$ cat config.mk
export PLATFORM = sky130hd
export DESIGN_NAME = expand_key_ctrl
export DESIGN_NICKNAME = d
export VERILOG_FILES = /design/src/rtl/bcrypt_pkg.sv /design/src/rtl/expand_key_ctrl.sv
export SDC_FILE = /design/constraint.sdc
export NUM_CORES = 1
export LEC_CHECK = 0
export CORE_AREA = 2 2 357 359
export DETAILED_ROUTE_END_ITERATION = 16
export DIE_AREA = 0 0 359 361
export GPL_TIMING_DRIVEN = 0
export HOLD_SLACK_MARGIN = 0.12
export MAX_ROUTING_LAYER = met4
export PLACE_DENSITY = 0.38
export SYNTH_ARGS = -nofsm -noshare
export SYNTH_HDL_FRONTEND = slang
export SYNTH_SLANG_ARGS = --single-unit
$ cat constraint.sdc
create_clock -name clk -period 2.25 [get_ports clk]
set_input_delay 0.225 -clock clk [delete_from_list [all_inputs] [get_ports clk]]
set_output_delay 0.225 -clock clk [all_outputs]
set_load 0.02 [all_outputs]
$ cat src/rtl/bcrypt_pkg.sv
// Shared types, address map constants and word-select helpers for the
// bcrypt ExpandKey/ExpandState sequencer.
package bcrypt_pkg;

    typedef enum logic [2:0] {
        ST_IDLE,
        ST_KX_RD,
        ST_KX_WR,
        ST_ENC_START,
        ST_ENC_WAIT,
        ST_WR_HI,
        ST_WR_LO,
        ST_DONE
    } state_t;

    // SRAM word address of P[0] and of S[0][0]; the 1024 S words are contiguous.
    localparam logic [11:0] P_ARRAY_OFFSET = 12'd4000;
    localparam logic [11:0] S_BOX_OFFSET   = 12'd0;

    // 18 P words, i.e. 9 P pairs, followed by 512 S pairs.
    localparam int NUM_P_WORDS = 18;
    localparam int NUM_P_PAIRS = NUM_P_WORDS / 2;
    localparam int NUM_PAIRS   = 521;

    // Key word idx, with word 0 in the most significant 32 bits.
    function automatic logic [31:0] key_word(input logic [575:0] key, input logic [4:0] idx);
        logic [575:0] shifted;
        shifted = key << {idx, 5'd0};
        return shifted[575:544];
    endfunction

    // Salt word idx, with word 0 in the most significant 32 bits.
    function automatic logic [31:0] salt_word(input logic [127:0] salt, input logic [1:0] idx);
        logic [127:0] shifted;
        shifted = salt << {idx, 5'd0};
        return shifted[127:96];
    endfunction

endpackage

$ cat src/rtl/expand_key_ctrl.sv
// Sequencer for one bcrypt ExpandKey/ExpandState pass: XORs the key into the
// P-array in SRAM, then chains 521 Blowfish encryptions through the external
// feistel stage and writes each 64-bit result back over P and then S.
module expand_key_ctrl
    import bcrypt_pkg::*;
(
    input  logic         clk,
    input  logic         reset_l,
    input  logic         start,
    input  logic         salt_en,
    input  logic [575:0] key,
    input  logic [127:0] salt,
    output logic         busy,
    output logic         done,
    output logic         f_start,
    output logic [31:0]  f_L,
    output logic [31:0]  f_R,
    input  logic [63:0]  f_result,
    input  logic         f_done,
    output logic         mem_own,
    output logic         mem_cs_l,
    output logic         mem_we_l,
    output logic [11:0]  mem_addr,
    output logic [31:0]  mem_wdata,
    input  logic [31:0]  mem_rdata
);

    state_t      state;
    state_t      state_nxt;
    logic [4:0]  word_idx;
    logic [9:0]  pair_idx;
    logic [31:0] L_r;
    logic [31:0] R_r;
    logic        salt_en_r;

    logic [31:0] white_l;
    logic [31:0] white_r;
    logic [9:0]  s_pair;
    logic [11:0] kx_addr;
    logic [11:0] pair_base;
    logic        last_word;
    logic        last_pair;

    // Address generation, salt whitening and end-of-loop detection for the current indices.
    always_comb begin
        white_l   = L_r ^ (salt_en_r ? salt_word(salt, {pair_idx[0], 1'b0}) : 32'd0);
        white_r   = R_r ^ (salt_en_r ? salt_word(salt, {pair_idx[0], 1'b1}) : 32'd0);
        s_pair    = pair_idx - 10'(NUM_P_PAIRS);
        kx_addr   = P_ARRAY_OFFSET + {7'd0, word_idx};
        last_word = (word_idx == 5'(NUM_P_WORDS - 1));
        last_pair = (pair_idx == 10'(NUM_PAIRS - 1));
        if (pair_idx < 10'(NUM_P_PAIRS)) begin
            pair_base = P_ARRAY_OFFSET + {1'b0, pair_idx, 1'b0};
        end else begin
            pair_base = S_BOX_OFFSET + {1'b0, s_pair, 1'b0};
        end
    end

    // State register; reset aborts a pass immediately with no rollback of SRAM.
    always_ff @(posedge clk or negedge reset_l) begin
        if (!reset_l) begin
            state <= ST_IDLE;
        end else begin
            state <= state_nxt;
        end
    end

    // Next-state logic and all outputs, decoded from the current state and registers.
    always_comb begin
        state_nxt = state;
        busy      = 1'b1;
        done      = 1'b0;
        f_start   = 1'b0;
        f_L       = L_r;
        f_R       = R_r;
        mem_own   = 1'b0;
        mem_cs_l  = 1'b1;
        mem_we_l  = 1'b1;
        mem_addr  = 12'd0;
        mem_wdata = 32'd0;
        case (state)
            ST_IDLE: begin
                busy = 1'b0;
                if (start) begin
                    state_nxt = ST_KX_RD;
                end
            end
            ST_KX_RD: begin
                mem_own   = 1'b1;
                mem_cs_l  = 1'b0;
                mem_addr  = kx_addr;
                state_nxt = ST_KX_WR;
            end
            ST_KX_WR: begin
                mem_own   = 1'b1;
                mem_cs_l  = 1'b0;
                mem_we_l  = 1'b0;
                mem_addr  = kx_addr;
                mem_wdata = mem_rdata ^ key_word(key, word_idx);
                state_nxt = last_word ? ST_ENC_START : ST_KX_RD;
            end
            ST_ENC_START: begin
                f_start   = 1'b1;
                f_L       = white_l;
                f_R       = white_r;
                state_nxt = ST_ENC_WAIT;
            end
            ST_ENC_WAIT: begin
                if (f_done) begin
                    state_nxt = ST_WR_HI;
                end
            end
            ST_WR_HI: begin
                mem_own   = 1'b1;
                mem_cs_l  = 1'b0;
                mem_we_l  = 1'b0;
                mem_addr  = pair_base;
                mem_wdata = L_r;
                state_nxt = ST_WR_LO;
            end
            ST_WR_LO: begin
                mem_own   = 1'b1;
                mem_cs_l  = 1'b0;
                mem_we_l  = 1'b0;
                mem_addr  = pair_base + 12'd1;
                mem_wdata = R_r;
                state_nxt = last_pair ? ST_DONE : ST_ENC_START;
            end
            ST_DONE: begin
                done      = 1'b1;
                state_nxt = ST_IDLE;
            end
            default: begin
                busy      = 1'b0;
                state_nxt = ST_IDLE;
            end
        endcase
    end

    // Datapath registers: indices, the chained L/R block and the salt enable captured at start.
    always_ff @(posedge clk or negedge reset_l) begin
        if (!reset_l) begin
            word_idx  <= 5'd0;
            pair_idx  <= 10'd0;
            L_r       <= 32'd0;
            R_r       <= 32'd0;
            salt_en_r <= 1'b0;
        end else begin
            case (state)
                ST_IDLE: begin
                    if (start) begin
                        salt_en_r <= salt_en;
                        L_r       <= 32'd0;
                        R_r       <= 32'd0;
                        word_idx  <= 5'd0;
                        pair_idx  <= 10'd0;
                    end
                end
                ST_KX_WR: begin
                    word_idx <= last_word ? 5'd0 : word_idx + 5'd1;
                end
                ST_ENC_START: begin
                    L_r <= white_l;
                    R_r <= white_r;
                end
                ST_ENC_WAIT: begin
                    if (f_done) begin
                        L_r <= f_result[63:32];
                        R_r <= f_result[31:0];
                    end
                end
                ST_WR_LO: begin
                    if (!last_pair) begin
                        pair_idx <= pair_idx + 10'd1;
                    end
                end
                default: begin
                end
            endcase
        end
    end

endmodule

==> results of run 1 <==
[final timing paths]
kind	end	startpoint	depth (start not counted)	slack, ns
hold reg to reg	pair_idx[4]$_DFFE_PN0P_	pair_idx[4]$_DFFE_PN0P_	2	0.61
setup reg to reg	R_r[1]$_DFFE_PN0P_	pair_idx[0]$_DFFE_PN0P_	14	0.05
setup / recovery	mem_wdata[4]	word_idx[1]$_DFFE_PN0P_	10	-0.82
min in group asynchronous	R_r[1]$_DFFE_PN0P_	reset_l	2	0.38
hold / removal	salt_en_r$_DFFE_PN0P_	salt_en	3	0.37
max in group asynchronous	R_r[14]$_DFFE_PN0P_	reset_l	3	1.13
[area by class of cell]
cell class	count	area share
antenna	35	0.00294
tap	1650	0.0694
multi-input combinational	1374	0.412
clock buffer	9	0.00757
inverter	10	0.00185
clock inverter	7	0.00193
buffer	146	0.0576
sequential	83	0.0700
timing repair buffer	1110	0.377
[layer usage]
metal  share of wire  global-route usage  wire length, um
met1            0.43               0.253            59200
met2            0.49               0.357            68800
met3           0.066              0.0481             9200
met4           0.015              0.0328             2070
met5               0                   -                0
[cells by family after synthesis]
kind of cell,Yosys count,share of synthesized area
xor+xnor,72,0.0498
simple gates,440,0.162
buf+inv,163,0.0608
mux,386,0.305
fa+ha+maj,6,0.00593
flops,83,0.164
compound gates,469,0.253
[stage by stage]
stage / area [um^2] / std cells
after detailed placement: 24000 / 4188
final: 29800 / 4424
after floorplan: 12700 / 1619
after CTS: 27500 / 4307
after global placement: 23900 / 4187
after global routing: 29700 / 4417
[registers in the layout (all words and copies together), names as in the netlist]
name       cells
L_r           32
R_r           32
pair_idx      10
salt_en_r      1
state          3
word_idx       5
[worst register-to-register path: stages, from the launching register on]
cell and delay [ns]:
dfrtp_1 0.40, buf_8 0.14, buf_12 0.12, buf_8 0.17, mux2i_4 0.27, nor2b_2 0.08
buf_4 0.13, buf_4 0.12, buf_4 0.12, buf_4 0.12, buf_4 0.12, buf_4 0.12
nor2_1 0.07, o21ai_0 0.07, o21ai_0 0.09
[placed cells by master (no fill, tap or decap), drive strengths merged, types with 3 or more instances in the layout]
master / count
a21oi: 9
a222oi: 32
a22oi: 128
a2bb2oi: 64
a31oi: 66
and2: 4
and3: 34
buf: 386
clkbuf: 67
clkdlybuf4s15: 3
clkdlybuf4s50: 806
dfrtp: 83
diode: 35
ha: 6
inv: 13
mux2i: 386
nand2: 153
nand2b: 4
nand3: 5
nand4: 4
nor2: 145
nor2b: 73
o2111ai: 3
o21ai: 157
or3: 8
xnor2: 70
[where the power goes]
group / total [mW] / internal [mW] / switching (mW) / leakage [nW]
Sequential: 3.58 / 2.13 / 1.45 / 1.13
Clock: 1.63 / 0.768 / 0.863 / 0.135
Combinational: 25.7 / 12.2 / 13.5 / 10.3
Total: 30.9 / 15.1 / 15.8 / 11.6
[timing repair]
action | CTS | global route
hold endpoints to repair | 39 | 0
hold buffers | 1 | 0
endpoints found under the setup margin | 192 | 167
buffers inserted | 100 | 91
resized for setup | 1148 | 389
pin swaps | 74 | 128
gates cloned | 7 | 9
==> impl_metrics.json, run 1 <==
{
  "status": "complete, but fails checks",
  "violations": "setup timing",
  "fin_hold_ws_ns": 0.365,
  "synth_edf_count": 0,
  "cp_max_fo": 7,
  "fp-row-count": 130,
  "finalHoldViolations": 0,
  "fin_tns_setup_ns": -36.95,
  "peakVddDrop_uv": 430,
  "initial_core_util": 0.101,
  "synthesis.nets": 2430,
  "clkSinkCount": 83,
  "finalSetupViolCount": 105,
  "cpLargestDelayFamily": "buffers and inverters",
  "syn_avg_cell_area_um2": 7.83,
  "die_w_um": 359,
  "utilization": 0.237,
  "p_leak_nw": 11.6,
  "worstPathCellList": "buf_12 -> buf_12 -> buf_16 -> buf_16 -> mux2i_4 -> a22oi_2 -> and3_1 -> a222oi_1 -> nand2_1 -> buf_6",
  "nets": 3545,
  "gpl.final_weighted_congestion": 0.871,
  "first_pass_iters": 9,
  "path_class": "flip-flop to output port",
  "cp.arrival_ns": 2.85,
  "total_power_mw": 30.9,
  "critPathBufInv": 5,
  "syn_inst": 1619,
  "slew_violations": 0,
  "async_flop_share": 1.00,
  "cts_tree": "done",
  "syn_to_final_growth_pct": 135,
  "core_area_um2": 125000,
  "layout.area.seq_um2": 2080,
  "synth-seq-cells": 83,
  "clkSlewWorstSetupHoldPaths_ns": 0.07,
  "numCtsBuffers": 9,
  "synth_top_area_share": 0.305,
  "rsz0062_at_grt": "true",
  "fillers": 13700,
  "ctsHtreeMaxLevel": 3,
  "pin_count": 919,
  "cap_violations": 0,
  "dp_slack_ns": -2.44,
  "wirelength_um": 139000,
  "clock_latency_ns": 0.41,
  "multiInputGateArea_um2": 12300,
  "yosysTopAreaCell": "mux2i_1",
  "antenna_found_initial": 66,
  "period_share": 1.37,
  "portBuffers": 918,
  "drc_errors": 0,
  "grt_max_degree": 45,
  "hold_class": "input port to flip-flop",
  "fin_ws_ns": -0.824,
  "worst_slew_pin_slew_ns": 0.758,
  "startpoint_type": "flip-flop",
  "cts-root-buf": "clkbuf_16",
  "drt_iter0_drc": 1188,
  "power_density_nw_per_um2": 1040,
  "yosysSeqAreaShare": 0.164,
  "cpPeakStageDelay_ns": 0.52,
  "dpl.hpwl_um": 116000,
  "synth_commonest_cells": "mux2i_1 (386), nand2_1 (153), o21ai_0 (151)",
  "vias": 18200,
  "drive_gt1_frac": 0.302,
  "die_area_um2": 130000,
  "skew_ns": 0.0228,
  "slew_headroom": 0.495,
  "clockBufferDepth": 2,
  "grt_pass1_wl_um": 176000,
  "fp.dieH_um": 361,
  "synthTopCellsByArea": "mux2i_1 (30%), dfrtp_1 (16%), a22oi_1 (7.6%)",
  "min_period_ns": 3.07,
  "cp_slowest_cell": "mux2i_4",
  "synthesis.area_um2": 12700,
  "synth_cell_types": 50,
  "ant_nets": 0,
  "required_ns": 2.03,
  "crit_path_end_kind": "output port",
  "gr-total-overflow": 0,
  "ys.flop_type": "dfrtp_1",
  "yosys_warnings": 0,
  "grtUsageTotal": 0.209,
  "wl_per_cell_um": 31.5,
  "fmax_mhz": 325,
  "via_per_inst": 4.12,
  "yosysMostFrequentCell": "mux2i_1",
  "grt_pass1_vias": 18300
}
Power figures use the tool's default switching activity.
==> run 2: changes to the inputs <==
Settings changed: CTS_BUF_LIST set to sky130_fd_sc_hd__clkbuf_16.
==> results of run 2 <==
The final DEF is identical to that of run 1; final timing and power are the same.
